$ cat src/rtl/alu_dr_capture.sv
// Capture stage behind the dual-rail ALU: runs the precharge/evaluate cycle, synchronises
// completion, checks the rails and hands a single-rail result downstream over valid/ready.
//
// state | meaning
// IDLE  | ALU in spacer, waiting for an operation
// PRE   | precharge held for PRE_CYCLES and until the rails read as spacer
// EVAL  | ALU evaluating, waiting for synchronised complete or timeout
// HOLD  | result presented, waiting for out_ready

module alu_dr_capture #(
   parameter int WIDTH       = 32,
   parameter int SYNC_STAGES = 2,
   parameter int PRE_CYCLES  = 2,
   parameter int TIMEOUT     = 64
) (
   input  logic             clk,
   input  logic             rst_n,
   input  logic             in_valid,
   output logic             in_ready,
   output logic             precharge,
   input  logic [WIDTH-1:0] alu_result,
   input  logic [WIDTH-1:0] alu_nresult,
   input  logic             alu_zero,
   input  logic             alu_nzero,
   input  logic             alu_complete,
   output logic             out_valid,
   input  logic             out_ready,
   output logic [WIDTH-1:0] out_result,
   output logic             out_zero,
   output logic [1:0]       out_err
);

   localparam int CMAX = (TIMEOUT > PRE_CYCLES) ? TIMEOUT : PRE_CYCLES;
   localparam int CW   = ($clog2(CMAX) < 1) ? 1 : $clog2(CMAX);
   localparam logic [CW-1:0] PRE_LOAD  = CW'(PRE_CYCLES - 1);
   localparam logic [CW-1:0] EVAL_LOAD = CW'(TIMEOUT - 1);
   localparam logic [CW-1:0] CNT_ONE   = CW'(1);

   typedef enum logic [1:0] {S_IDLE, S_PRE, S_EVAL, S_HOLD} state_t;

   state_t                 state_q, state_d;
   logic [CW-1:0]          cnt_q, cnt_d;
   logic [SYNC_STAGES-1:0] sync_q;
   logic                   precharge_q, precharge_d;
   logic                   in_ready_q, in_ready_d;
   logic                   out_valid_q, out_valid_d;
   logic [WIDTH-1:0]       result_q, result_d;
   logic                   zero_q, zero_d;
   logic [1:0]             err_q, err_d;

   logic c_s;
   logic spacer_ok;
   logic rail_bad;
   logic zero_bad;

   assign c_s       = sync_q[SYNC_STAGES-1];
   assign spacer_ok = ~(|alu_result) & ~(|alu_nresult) & ~alu_zero & ~alu_nzero & ~c_s;
   // a valid dual-rail bit has exactly one rail high
   assign rail_bad  = (|(~(alu_result ^ alu_nresult))) | ~(alu_zero ^ alu_nzero);
   assign zero_bad  = alu_zero != (alu_result == '0);

   always_ff @(posedge clk or negedge rst_n) begin
      if (!rst_n) begin
         state_q     <= S_IDLE;
         cnt_q       <= '0;
         sync_q      <= '0;
         precharge_q <= 1'b1;
         in_ready_q  <= 1'b0;
         out_valid_q <= 1'b0;
         result_q    <= '0;
         zero_q      <= 1'b0;
         err_q       <= 2'b00;
      end else begin
         state_q     <= state_d;
         cnt_q       <= cnt_d;
         sync_q      <= {sync_q[SYNC_STAGES-2:0], alu_complete};
         precharge_q <= precharge_d;
         in_ready_q  <= in_ready_d;
         out_valid_q <= out_valid_d;
         result_q    <= result_d;
         zero_q      <= zero_d;
         err_q       <= err_d;
      end
   end

   always_comb begin
      state_d     = state_q;
      cnt_d       = cnt_q;
      precharge_d = precharge_q;
      out_valid_d = out_valid_q;
      result_d    = result_q;
      zero_d      = zero_q;
      err_d       = err_q;
      case (state_q)
         S_IDLE: begin
            precharge_d = 1'b1;
            if (in_valid && in_ready_q) begin
               state_d = S_PRE;
               cnt_d   = PRE_LOAD;
            end
         end
         S_PRE: begin
            precharge_d = 1'b1;
            if (cnt_q != '0) begin
               cnt_d = cnt_q - CNT_ONE;
            end else if (spacer_ok) begin
               state_d     = S_EVAL;
               precharge_d = 1'b0;
               cnt_d       = EVAL_LOAD;
            end
         end
         S_EVAL: begin
            precharge_d = 1'b0;
            // completion is checked first so it wins a tie with the timeout
            if (c_s) begin
               result_d    = alu_result;
               zero_d      = alu_zero;
               err_d       = rail_bad ? 2'b01 : (zero_bad ? 2'b11 : 2'b00);
               out_valid_d = 1'b1;
               precharge_d = 1'b1;
               state_d     = S_HOLD;
            end else if (cnt_q == '0) begin
               result_d    = '0;
               zero_d      = 1'b0;
               err_d       = 2'b10;
               out_valid_d = 1'b1;
               precharge_d = 1'b1;
               state_d     = S_HOLD;
            end else begin
               cnt_d = cnt_q - CNT_ONE;
            end
         end
         S_HOLD: begin
            precharge_d = 1'b1;
            if (out_ready) begin
               out_valid_d = 1'b0;
               state_d     = S_IDLE;
            end
         end
         default: state_d = S_IDLE;
      endcase
   end

   assign in_ready_d = (state_d == S_IDLE);

   assign in_ready   = in_ready_q;
   assign precharge  = precharge_q;
   assign out_valid  = out_valid_q;
   assign out_result = result_q;
   assign out_zero   = zero_q;
   assign out_err    = err_q;

endmodule

$ cat config.mk
export PLATFORM = sky130hd
export DESIGN_NAME = alu_dr_capture
export DESIGN_NICKNAME = d
export VERILOG_FILES = /design/src/rtl/alu_dr_capture.sv
export SDC_FILE = /design/constraint.sdc
export NUM_CORES = 1
export LEC_CHECK = 0
export CAP_MARGIN = 25
export CORE_MARGIN = 5
export CORE_UTILIZATION = 30
export CTS_CLUSTER_DIAMETER = 120
export CTS_CLUSTER_SIZE = 10
export DETAILED_ROUTE_END_ITERATION = 8
export DONT_BUFFER_PORTS = 1
export GPL_TIMING_DRIVEN = 0
export HOLD_SLACK_MARGIN = 0.12
export PLACE_DENSITY_LB_ADDON = 0.1
export SLEW_MARGIN = 15
export SYNTH_ARGS = -nofsm -noshare
export SYNTH_HDL_FRONTEND = slang
export SYNTH_SLANG_ARGS = --single-unit
$ cat constraint.sdc
create_clock -name clk -period 2.8 [get_ports clk]
set_input_delay 0.56 -clock clk [delete_from_list [all_inputs] [get_ports clk]]
set_output_delay 0.56 -clock clk [all_outputs]
set_load 0.03 [all_outputs]
## Word-level counts from Yosys, hierarchy flattened

Cells that the tools add are included.
Widths: inputs -> output; s select.

- Reductions and logical operators: 16
- Add/subtract/negate cells: 1
- Eq/ne operators: 10
- Bitwise logic cells: 14
- $mul: 0
- Multiplexer cells: 30
- Div/mod/pow operators: 0
- Shift-type cells: 0
- Order comparisons: 0

Operators with widths:

| operator | count |
|---|---|
| $reduce_or 32->1 | 3 |
| $mux 32 | 2 |
| $logic_not 32->1 | 1 |
| $not 32->32 | 1 |
| $xor 32x32->32 | 1 |
| $mux 6 | 5 |
| $mux 2 | 10 |
| $pmux 6 s3 | 1 |
| $mux 1 | 9 |
| $ne 2x2->1 const B | 4 |
| $pmux 2 s4 | 1 |
| $logic_not 6->1 | 1 |
| $ne 3x3->1 const B | 2 |
| $not 1->1 | 6 |
| $reduce_bool 6->1 | 1 |
| $sub 6x1->6 const B | 1 |
| $reduce_and 5->1 | 1 |
| $and 1x1->1 | 4 |
| $eq 2x2->1 const B | 2 |
| $logic_not 2->1 | 2 |
| $reduce_bool 2->1 | 2 |
| $pmux 1 s3 | 1 |
| $reduce_and 3->1 | 1 |
| $reduce_bool 3->1 | 1 |
| 8 further kinds | 8 |

- Memories: 0
- Logic and storage cells: 80
- Memory bits (read-only): 0
- Output and inout bits: 38
- Register bits after elaboration: 48
- Bits in writable memories: 0
- Latch bits: 0

## Longest topological paths before layout

Gate-level depths: netlist of the first run.

- Word-level depth: 10
- Gate-level depth with buffers: 9
- Depth with buffers taken out: 7

## Worst setup path after synthesis of the first run

No wires, ideal clock.

- Path type: input-to-reg
- From: input alu_result[17]
- To: register err_q[0] (netlist: out_err[0])
- Stages: 5
- Library setup time: 0.126 ns
- Arrival time: 1.927 ns
- Buffers on the path: 0
- Required time: 2.674 ns
- Setup slack: 0.747 ns
- Cell sequence: nor4_2 nand2_1 or4_4 xnor2_1 a221o_1

- Word-level cells in the longest chain between the ends: 6
- Elaborated cells on any way between the ends: 9
- Those cells by class: eq/ne (1); mux (3); bitwise (3); reduce/logical (2)

Ends and longest elaborated chain:

| item | line | text |
|---|---|---|
| from (decl) | 21 | `input logic [WIDTH-1:0] alu_result,` |
| $xor 32x32->32 | 59 | `assign rail_bad = (\|(~(alu_result ^ alu_nresult))) \| ~(alu_zero ^ alu_nzero);` |
| $not 32->32 | 59 |  |
| $reduce_or 32->1 | 59 |  |
| $or 1x1->1 | 59 |  |
| $mux 2 (*) | 118 | `err_d = rail_bad ? 2'b01 : (zero_bad ? 2'b11 : 2'b00);` |
| $mux 2 (*) | 115 | `if (c_s) begin` |
| to (signal assigned) | 82 | `err_q <= err_d;` |
| to (decl) | 49 | `logic [1:0] err_q, err_d;` |

Mark *: on every way between the ends. The rest lies on a longest branch, timed or not.
A chain may end at the register's enable or synchronous reset.

## Worst setup path in the final report of the first run

- From: register state_q[0]
- To: register result_q[13] (netlist: out_result[13])

- Word-level cells in the longest chain between the ends: 2

Ends and longest elaborated chain:

| item | line | text |
|---|---|---|
| from (decl) | 41 | `state_t state_q, state_d;` |
| from (signal assigned) | 74 | `state_q <= state_d;` |
| $eq 2x2->1 | 94 | `case (state_q)` |
| $reduce_and 2->1 (no line) | - |  |
| to (signal assigned) | 80 | `result_q <= result_d;` |
| to (decl) | 47 | `logic [WIDTH-1:0] result_q, result_d;` |

Every way passes these cells.

==> metrics.md, run 1 <==
| Metric | Value |
|---|---|
| Result of the run | `finished clean` |
| Data arrival time at the worst-slack endpoint | `2.78 ns` |
| Setup repair after global routing missed its margin | `false` |
| Met3 routing resource usage after global routing | `under 10%` |
| Source of the worst register-to-register timing path | `state_q[0]` |
| Worst R2R End | `out_result[13]` |
| Buffer type at the clock tree root | `clkbuf_8` |
| Total die area | `roughly 0.011 mm2` |
| Area of the core | `between 0.008 and 0.009 mm2` |
| Worst-case reg-to-reg path depth | `8` |
| DIE WIDTH | `104 um` |
| Hold Path Sink | `sync_q[0]` |
| Overall fraction of global-route tracks in use | `about 16%` |
| Hold Crit Depth | `0` |
| Pin count of the biggest net entering global routing | `49` |
| Async set-reset flop share out of synthesis | `between 90% and 100%` |
| Startpoint Class | `flop` |
| Setup slack of the most critical reg-to-reg path | `~0.27 ns` |
| Yosys Warn Count | `0` |
| Largest buffer count on any clock path | `2` |
| Fraction of the yosys area taken by sequential cells | `roughly 45%` |
| Post-placement cell area | `roughly 0.0028 mm2` |
| Count of port buffers added during placement | `0` |
| Maximum vdd drop | `~210 uV` |
| Source-to-sink clock delay at the later pin of the worst-skew pair | `roughly 0.3 ns` |
| CP Max Fanout | `10` |
| Worst path required time | `~3.0 ns` |
| Total wire length | `between 8000 and 9000 um` |
| Worst max-slew margin expressed relative to the limit | `between 50 and 60%` |
| Vias per std cell | `5.53` |
| Number of CTS-inserted buffers | `5` |
| Final antenna diode count | `0` |
| Category of the worst setup path capture point | `flop` |
| Setup_tns | `0 ns` |
| Post-detailed-route wirelength per cell | `roughly 23 um` |
| Final design instance area without fill | `between 0.002 and 0.003 mm2` |
| Hold Worst Slack | `about 0.28 ns` |
| Static leakage | `1.21 nW` |
| Hold buffer count at cts | `2` |
| Routed vias | `2007` |
| Clk_skew | `roughly 0.012 ns` |
| Slew @ Worst Pin | `a little over 0.6 ns` |
| Global-route wire length before repair | `between 10000 and 15000 um` |
| Worst setup path class | `flop to flop` |
| Resized Gates After CTS | `0` |
| Cell breakdown of the critical path | `inv_1 > ha_1 > buf_4 > and2_1 > a31oi_1 > clkbuf_1 > buf_1 > a22o_1` |
| Met2 track utilization from global routing | `roughly a quarter` |
| Most used DFF post-synth | `dfrtp_1` |
| Top-level I/O count | `roughly 110` |
| Layout-stage area growth over the synthesis result | `9.97%` |
| Effective utilization at floorplan | `a little under a third` |
| Worst path bufs/invs | `4` |
| Library cell contributing the largest single delay on the critical path | `buf_1` |
| Fraction of met1 tracks used by global routing | `around a fifth` |
| Final standard cell utilization of the core | `between 30 and 40%` |
| Slew Viols, Final | `0` |
| Highest clock frequency the design can meet | `approximately 0.4 GHz` |
| Clock tree from TritonCTS | `built` |
| Detailed-placement wirelength estimate | `6800 um` |
| Height of the chip | `between 100 and 150 um` |
| Post-CTS setup repair buffer count | `0` |
| Max-capacitance violation count | `0` |
| Cell Rows | `34` |
| Net count after synthesis | `323` |
| Post-route DRC violation count | `0` |
| Post-CTS clock slew at the launch and capture registers of the worst setup and hold paths | `roughly 0.10 ns` |
| Mapped cell area | `between 0.002 and 0.003 mm2` |
| Number of sinks on the clock net | `48` |
| Setup-failing EPs final | `0` |
| Final worst slack | `0.268 ns` |
| Largest stage delay, worst path | `between 0.5 and 0.6 ns` |
| Number of antenna violations at the first check in global routing | `0` |
| Post-route ant nets | `0` |
| FF+latch count, synth | `48` |
| Violation count after the first detailed-route iteration | `74` |
| Cell Count Post-Placement | `353` |
| Final Power | `around 1.2 mW` |
| Htree depth | `2` |
| Number of global-route vias before repair | `2258` |
| Layer with the highest usage | `met2` |
| Worst slack, placed | `roughly 0.24 ns` |
| Weighted congestion at the end of routability-driven global placement | `0.786` |
| Most common cell after layout, fill and taps aside | `dfrtp_1` |
| TritonRoute pass-1 iters | `4` |
| Top library cells by usage in the layout, fill and taps aside | `dfrtp_1 (47), a22o_1 (32), xnor2_1 (32), nor4_1 (21)` |
| Number of instances in the synthesized netlist | `about 250` |
| Cell family contributing the most delay on the critical path | `buffers and inverters` |
| Hold path startpoint | `alu_complete` |
| Mean Syn Cell Area | `around 11 um2` |
| Hold crit path type | `input pin to flop` |
| Final period util | `between 90% and 100%` |
| Number of distinct library cell variants in the gate-level netlist after synthesis | `51` |
| Fraction of layout cells with a size suffix above 1 | `10.2%` |
| Congestion Overflow GR | `0` |
| Final worst path period need | `around 2.5 ns` |
| Power density cells | `about 420 mW/mm2` |
| Final Hold Vio Count | `0` |
| Net count of the finished layout | `roughly 330` |
| Number of enable-type register cells in the synthesized netlist | `0` |
| Non-Filler Instances | `about 360` |
-- sequential cells by signal, summed over array words and instances, names as in the netlist --
signal      count
cnt_q           6
in_ready        1
out_err         2
out_result     32
out_valid       1
out_zero        1
precharge       1
state_q         2
sync_q          2
-- routing by layer --
layer,vias to the layer above,routed length (um)
li1,949,-
met1,971,3580
met2,77,4080
met3,10,734
met4,0,108
met5,-,0
-- where the power goes --
group,internal [mW],switching [mW]
combinational,0.0451,0.0415
sequential,0.694,0.00106
clock,0.201,0.244
total,0.941,0.287
-- cells by family (layout without fill, tap and decap cells) --
logic type,Yosys count,count (layout),synth area share [%]
buffers and inverters,17,27,2.58
flip-flops,48,48,45.0
adder cells (fa/ha/maj),7,7,3.28
AO/OA/AOI/OAI,67,67,20.8
multiplexers,1,1,0.421
AND/OR/NAND/NOR,70,70,16.5
XOR/XNOR,35,35,11.5
-- Yosys cell counts (2+ instances only) --
master / n / area [um2]
a21oi_1: 6 / 30.0
a22o_1: 32 / 280
a31oi_1: 2 / 12.5
and2_1: 2 / 12.5
and4_1: 2 / 17.5
buf_1: 3 / 11.3
clkbuf_1: 5 / 18.8
dfrtp_1: 47 / 1180
ha_1: 7 / 87.6
inv_1: 7 / 26.3
nand2_1: 10 / 37.5
nand3_1: 3 / 15.0
nand4_1: 5 / 31.3
nor2_1: 10 / 37.5
nor3_1: 4 / 20.0
nor4_1: 21 / 131
nor4_2: 2 / 25.0
nor4b_1: 2 / 17.5
o211ai_1: 2 / 15.0
o21a_1: 2 / 15.0
o21ai_0: 5 / 25.0
o31ai_1: 4 / 30.0
xnor2_1: 32 / 280
xor2_1: 3 / 26.3
-- worst max path at each step --
stage / from / to / depth (start not counted)
floorplan: alu_result[17] / out_err[0] / 5
global placement: state_q[0] / precharge / 8
detailed placement: state_q[0] / precharge / 8
CTS: state_q[0] / precharge / 8
global route: state_q[0] / precharge / 8
finish: state_q[0] / out_result[13] / 8
-- cell type report --
| class | instances | area [um2] |
|---|---|---|
| Fill cell | 878 | 5780 |
| Multi-Input combinational cell | 180 | 1400 |
| Sequential cell | 48 | 1200 |
| Tap cell | 108 | 135 |
| Clock buffer | 7 | 86.3 |
| Buffer | 10 | 42.5 |
| Timing Repair Buffer | 2 | 37.5 |
| Inverter | 7 | 26.3 |
| Clock inverter | 1 | 7.51 |
Note: power is estimated with default switching activity, not from simulation.
==> run 2, diff against run 1 <==
--- a/config.mk
+++ b/config.mk
@@ -12,7 +12,6 @@
 export CTS_CLUSTER_SIZE = 10
 export DETAILED_ROUTE_END_ITERATION = 8
 export DONT_BUFFER_PORTS = 1
-export GPL_TIMING_DRIVEN = 0
 export HOLD_SLACK_MARGIN = 0.12
 export PLACE_DENSITY_LB_ADDON = 0.1
 export SLEW_MARGIN = 15
==> run 2 against run 1 <==
Compared with the run above:
- non-clock buffer count is 7 lower
- first-iteration DRC count is 8.1% higher
- sequential cell count stayed put
- sequential power hardly changed
- design area hardly changed
- critical path type unchanged
- largest power group unchanged
==> metrics.md, run 2 (same netlist as run 1, synthesis figures left out) <==
| Metric | Value |
|---|---|
| Pin count of the biggest net entering global routing | `49 (unchanged)` |
| Top-level I/O count | `109 (unchanged)` |
| CP Max Fanout | `5 (-5)` |
| Worst max-slew margin expressed relative to the limit | `55.6% (-3.7 points)` |
| Count of port buffers added during placement | `0 (unchanged)` |
| Buffer type at the clock tree root | `clkbuf_8` |
| Area of the core | `0.00872 mm2 (unchanged)` |
| Final design instance area without fill | `0.00294 mm2 (about the same)` |
| Clk_skew | `0.00935 ns (-0.00219 ns)` |
| DIE WIDTH | `104 um (unchanged)` |
| Fraction of met1 tracks used by global routing | `19.6% (-0.43 points)` |
| Clock tree from TritonCTS | `built` |
| Area used by multi-input combinational logic | `0.00142 mm2 (+1.1%)` |
| Cell Rows | `34 (unchanged)` |
| Layout-stage area growth over the synthesis result | `10.0% (about the same)` |
| Violation count after the first detailed-route iteration | `80 (+8.1%)` |
| Total wire length | `8710 um (+2.4%)` |
| Vias per std cell | `5.75 (+4.0%)` |
| Data arrival time at the worst-slack endpoint | `2.42 ns (-0.36 ns)` |
| Hold crit path type | `input pin to flop` |
| Post-placement cell area | `0.00280 mm2 (-0.18%)` |
| Layer with the highest usage | `met2` |
| Detailed-placement wirelength estimate | `6760 um (-0.56%)` |
| Htree depth | `2 (unchanged)` |
| Congestion Overflow GR | `0 (unchanged)` |
| Height of the chip | `104 um (unchanged)` |
| Count of filler cells inserted in the layout | `872 (-0.68%)` |
| Number of CTS-inserted buffers | `5 (unchanged)` |
| Category of the worst setup path capture point | `flop` |
| Static leakage | `1.22 nW (+0.39%)` |
| Slew Viols, Final | `0 (unchanged)` |
| Maximum vdd drop | `226 uV (+8.8%)` |
| Final period util | `80.1% (-10 points)` |
| Largest register FFs | `32 (unchanged)` |
| Final worst path period need | `2.24 ns (-0.288 ns)` |
| Final antenna diode count | `0 (unchanged)` |
| Global-route wire length before repair | `13500 um (+0.10%)` |
| Resized Gates After CTS | `0 (unchanged)` |
| TritonRoute pass-1 iters | `4 (unchanged)` |
| Most common cell after layout, fill and taps aside | `dfrtp_1` |
| Non-Filler Instances | `356 (-1.9%)` |
| Source-to-sink clock delay at the later pin of the worst-skew pair | `0.30 ns (about the same)` |
| Met3 routing resource usage after global routing | `5.52% (-0.25 points)` |
| Net count of the finished layout | `325 (-2.1%)` |
| Post-CTS clock slew at the launch and capture registers of the worst setup and hold paths | `0.09 ns (about the same)` |
| Post-route DRC violation count | `0 (unchanged)` |
| Overall fraction of global-route tracks in use | `15.7% (-0.11 points)` |
| Number of antenna violations at the first check in global routing | `0 (unchanged)` |
| Number of global-route vias before repair | `2259 (+0.044%)` |
| Worst setup path class | `flop to flop` |
| Setup repair after global routing missed its margin | `false` |
| Met2 track utilization from global routing | `25.9% (+0.23 points)` |
| Sequential cell area in the final layout | `0.00120 mm2 (unchanged)` |
| Weighted congestion at the end of routability-driven global placement | `0.785 (-0.11%)` |
| Power density cells | `422 mW/mm2 (+1.2%)` |
| Slew @ Worst Pin | `0.659 ns (+0.0543 ns)` |
| Cell Count Post-Placement | `346 (-2.0%)` |
| Setup-failing EPs final | `0 (unchanged)` |
| Final Hold Vio Count | `0 (unchanged)` |
| Total die area | `0.0109 mm2 (unchanged)` |
| Top library cells by usage in the layout, fill and taps aside | `dfrtp_1 (47), a22o_1 (32), xnor2_1 (32), nor4_1 (21)` |
| Routed vias | `2048 (+2.0%)` |
| Post-route ant nets | `0 (unchanged)` |
| Startpoint Class | `flop` |
| Highest clock frequency the design can meet | `0.446 GHz (+13%)` |
| Fraction of layout cells with a size suffix above 1 | `11.3% (+1.1 points)` |
| Max-capacitance violation count | `0 (unchanged)` |
| Number of sinks on the clock net | `48 (unchanged)` |
| Result of the run | `finished clean` |
| Setup_tns | `0 ns (unchanged)` |
| Worst path required time | `2.97 ns (-0.07 ns)` |
| Post-detailed-route wirelength per cell | `24.5 um (+4.4%)` |
| Effective utilization at floorplan | `30.6% (unchanged)` |
| Largest buffer count on any clock path | `2 (unchanged)` |
run 2: cell types whose count changed in the layout (fill, tap and decap cells not counted):
cell / delta
a31oi_4: +1
buf_2: -1
buf_1: -3
a31oi_1: -1
clkinvlp_4: -1
buf_4: +2
clkbuf_8: +1
clkbuf_1: -5
run 2: routing by layer:
layer / share of wire (%) / vias to the layer above
li1: - / 938
met1: 41 / 1014
met2: 49 / 83
met3: 8.2 / 13
met4: 1.5 / 0
met5: 0 / -
run 2: where the power goes:
group	internal, mW	total [mW]	switching, mW
Combinational	0.0447	0.0878	0.0432
Clock	0.226	0.459	0.233
Sequential	0.694	0.695	0.00120
Total	0.965	1.24	0.278
run 2: layout make-up:
cell class | instances | area share (%)
Multi-Input combinational cell | 180 | 48.2
Sequential cell | 48 | 40.9
Tap cell | 108 | 4.60
Clock buffer | 8 | 3.40
Timing Repair Buffer | 5 | 2.04
Inverter | 7 | 0.894
run 2: final timing paths:
kind                         startpoint        endpoint  slack [ns]  cells past startpoint
max                            cnt_q[0]        cnt_q[5]        0.56                      7
min in group asynchronous         rst_n  out_result[26]        0.79                      2
min                        alu_complete       sync_q[0]        0.28                      0
max in group asynchronous         rst_n       precharge        1.75                      2
max reg2reg                    cnt_q[0]        cnt_q[5]        0.56                      7
min reg2reg                   sync_q[0]       sync_q[1]        0.35                      0
run 2: through the flow:
step	hold slack, ns	utilization, %	setup WS (ns)	total power, mW
2_1_floorplan	0.264	-	0.747	0.763
3_3_place_gp	0.267	32.1	0.512	0.779
3_5_place_dp	0.268	32.1	0.540	0.778
4_1_cts	0.273	33.7	0.577	1.26
5_1_grt	0.257	33.7	0.384	1.29
6_report	0.284	33.7	0.557	1.24
run 2: critical path, cell delays in order (launching register included):
cell	delay, ns
dfrtp_1	0.43
inv_1	0.13
ha_1	0.24
or4b_4	0.52
nor2_1	0.23
nand2_1	0.16
a21oi_2	0.28
o31ai_1	0.13
run 2: what timing repair did:
item | 4_1_cts | 5_1_grt
hold endpoints to repair | 48 | 0
hold buffers | 2 | 0
setup buffers | 0 | 0
==> run 3, diff against run 2 <==
==> constraint.sdc (replaced) <==
create_clock -name clk -period 1.95 [get_ports clk]
set_input_delay 0.39 -clock clk [delete_from_list [all_inputs] [get_ports clk]]
set_output_delay 0.39 -clock clk [all_outputs]
set_load 0.03 [all_outputs]
==> run 3 against run 2 <==
Compared with the run above:
- non-clock buffer count increased by 31
- clock skew increased by 0.0016 ns
- global-route usage rose by 0.14 points
- register-to-register slack got worse by 0.50 ns
- clock power is 39% higher
- sequential share of layout area fell by 3.7 points
- design area grew 10%
- sequential cell count stayed put
- critical path depth did not move
==> metrics.md, run 3 (same netlist as run 1, synthesis figures left out) <==
| Metric | Value |
|---|---|
| Number of CTS-inserted buffers | `5 (unchanged)` |
| Cell Int Power | `1.36 mW (+41%)` |
| Pin count of the biggest net entering global routing | `49 (unchanged)` |
| Net count of the finished layout | `356 (+9.5%)` |
| Fraction of power spent switching nets | `23.3% (+1.0 points)` |
| Height of the chip | `104 um (unchanged)` |
| Final Power | `1.77 mW (+42%)` |
| Data arrival time at the worst-slack endpoint | `2.11 ns (-0.31 ns)` |
| Fraction of layout cells with a size suffix above 1 | `24.4% (+13 points)` |
| Buffer type at the clock tree root | `clkbuf_8` |
| Portion of total power attributed to the clock network | `36.1% (-0.9 points)` |
| Final design instance area without fill | `0.00324 mm2 (+10%)` |
| Most common cell after layout, fill and taps aside | `dfrtp_1` |
| Highest clock frequency the design can meet | `0.529 GHz (+19%)` |
| Combinational share of power | `7.5% (+0.4 points)` |
| Power density cells | `547 mW/mm2 (+29%)` |
| Source-to-sink clock delay at the later pin of the worst-skew pair | `0.30 ns (about the same)` |
| Overall fraction of global-route tracks in use | `15.8% (+0.14 points)` |
| DIE WIDTH | `104 um (unchanged)` |
| Cell Rows | `34 (unchanged)` |
| Post-CTS clock slew at the launch and capture registers of the worst setup and hold paths | `0.10 ns (about the same)` |
| Met3 routing resource usage after global routing | `5.59% (+0.062 points)` |
| Maximum vdd drop | `280 uV (+24%)` |
| Setup_tns | `0 ns (unchanged)` |
| Total die area | `0.0109 mm2 (unchanged)` |
| Final period util | `97.0% (+17 points)` |
| Total wire length | `8910 um (+2.3%)` |
| Violation count after the first detailed-route iteration | `128 (+60%)` |
| Area of the core | `0.00872 mm2 (unchanged)` |
| Final standard cell utilization of the core | `37.1% (+3.4 points)` |
| Top library cells by usage in the layout, fill and taps aside | `dfrtp_1 (47), a22o_1 (32), xnor2_1 (32), buf_4 (31), nor4_1 (20)` |
| Count of filler cells inserted in the layout | `873 (+0.11%)` |
| Count of port buffers added during placement | `0 (unchanged)` |
| Final antenna diode count | `0 (unchanged)` |
| Fraction of met1 tracks used by global routing | `20.6% (+1.0 points)` |
| Final worst path period need | `1.89 ns (-0.353 ns)` |
| Vias per std cell | `5.51 (-4.3%)` |
| TritonRoute pass-1 iters | `4 (unchanged)` |
| Weighted congestion at the end of routability-driven global placement | `0.742 (-5.5%)` |
| Slew @ Worst Pin | `0.534 ns (-0.124 ns)` |
| Layout-stage area growth over the synthesis result | `21.1%` |
| Effective utilization at floorplan | `30.6% (unchanged)` |
| Clk_skew | `0.0110 ns (+0.00160 ns)` |
| Setup repair after global routing missed its margin | `true` |
| Final Hold Vio Count | `0 (unchanged)` |
| Congestion Overflow GR | `0 (unchanged)` |
| Global-route wire length before repair | `13500 um (+0.30%)` |
| Layer with the highest usage | `met2` |
| Hold Worst Slack | `0.217 ns (-0.0667 ns)` |
| Setup-failing EPs final | `0 (unchanged)` |
| Number of antenna violations at the first check in global routing | `0 (unchanged)` |
| Worst setup path class | `flop to flop` |
| Number of global-route vias before repair | `2274 (+0.66%)` |
| Largest buffer count on any clock path | `2 (unchanged)` |
| Post-route ant nets | `0 (unchanged)` |
| Max-capacitance violation count | `0 (unchanged)` |
| Share of total power in sequential cells | `56.4% (+0.4 points)` |
| Top-level I/O count | `109 (unchanged)` |
| Routed vias | `2131 (+4.1%)` |
| Largest register FFs | `32 (unchanged)` |
| Category of the worst setup path capture point | `flop` |
| Setup slack of the most critical reg-to-reg path | `0.06 ns (-0.50 ns)` |
| CP Max Fanout | `3 (-2)` |
| Clock tree from TritonCTS | `built` |
| Htree depth | `2 (unchanged)` |
| Post-route DRC violation count | `0 (unchanged)` |
| Met2 track utilization from global routing | `25.7% (-0.27 points)` |
| Post-placement cell area | `0.00302 mm2 (+7.7%)` |
| Result of the run | `finished clean` |
| Static leakage | `1.38 nW (+13%)` |
| Slew Viols, Final | `0 (unchanged)` |
| Worst path required time | `2.17 ns (-0.80 ns)` |
| Post-detailed-route wirelength per cell | `23.0 um (-5.9%)` |
| Hold crit path type | `input pin to flop` |
| Startpoint Class | `flop` |
| Worst max-slew margin expressed relative to the limit | `64.0% (+8.4 points)` |
| Detailed-placement wirelength estimate | `6920 um (+2.3%)` |
| Switching power of the nets | `413 uW (+49%)` |
| Number of sinks on the clock net | `48 (unchanged)` |
==> run 3: repair_timing <==
item	CTS	global route
setup buffers	0	3
resized for setup	2	14
hold buffers	3	0
gates cloned	0	0
setup endpoints to repair	2	9
pin swaps	0	6
endpoints found under the hold margin	49	0
==> run 3: area by class of cell <==
cell class | count | area (um2) | share of cell area (%)
multi-input cells | 180 | 1470 | 45.4
flip-flops and latches | 48 | 1200 | 37.2
repair buffers | 36 | 312 | 9.63
well taps | 108 | 135 | 4.18
clock buffers | 8 | 90.1 | 2.78
inverters | 7 | 26.3 | 0.812
==> run 3: worst paths after layout <==
kind                          startpoint             end  depth (start not counted)
hold reg to reg                sync_q[0]       sync_q[1]                          0
setup / recovery                cnt_q[0]        cnt_q[0]                          7
min in group asynchronous          rst_n  out_result[22]                          2
setup reg to reg                cnt_q[0]        cnt_q[0]                          7
hold / removal             alu_result[4]   out_result[4]                          1
max in group asynchronous          rst_n       precharge                          2
==> run 3: power groups by stage <==
stage | clock [mW] | sequential (mW) | combinational [mW]
floorplan | 0 | 1.02 | 0.0777
global placement | 0 | 1.02 | 0.102
detailed placement | 0 | 1.02 | 0.101
CTS | 0.662 | 0.998 | 0.133
global route | 0.701 | 0.998 | 0.144
finish | 0.638 | 0.998 | 0.133
==> run 3: through the flow <==
| stage | instances | setup slack [ns] |
|---|---|---|
| 4_1_cts | 384 | 0.0218 |
| 6_report | 387 | 0.0593 |
| 3_3_place_gp | 373 | -0.0607 |
| 3_5_place_dp | 373 | -0.0741 |
| 2_1_floorplan | 245 | 0.00328 |
| 5_1_grt | 387 | -0.0433 |
==> run 3: routing by layer <==
| layer | up-vias | routed length [um] |
|---|---|---|
| met3 | 5 | 722 |
| met1 | 1053 | 3820 |
| met5 | - | 0 |
| li1 | 996 | - |
| met4 | 0 | 43 |
| met2 | 77 | 4330 |
==> run 3: worst max-delay path, cell delays in order, from the launching register on <==
cell      delay (ns)
dfrtp_1         0.39
inv_2           0.08
ha_4            0.13
or4b_4          0.50
nor3_4          0.23
nor2_1          0.07
mux2_4          0.27
a211oi_2        0.13
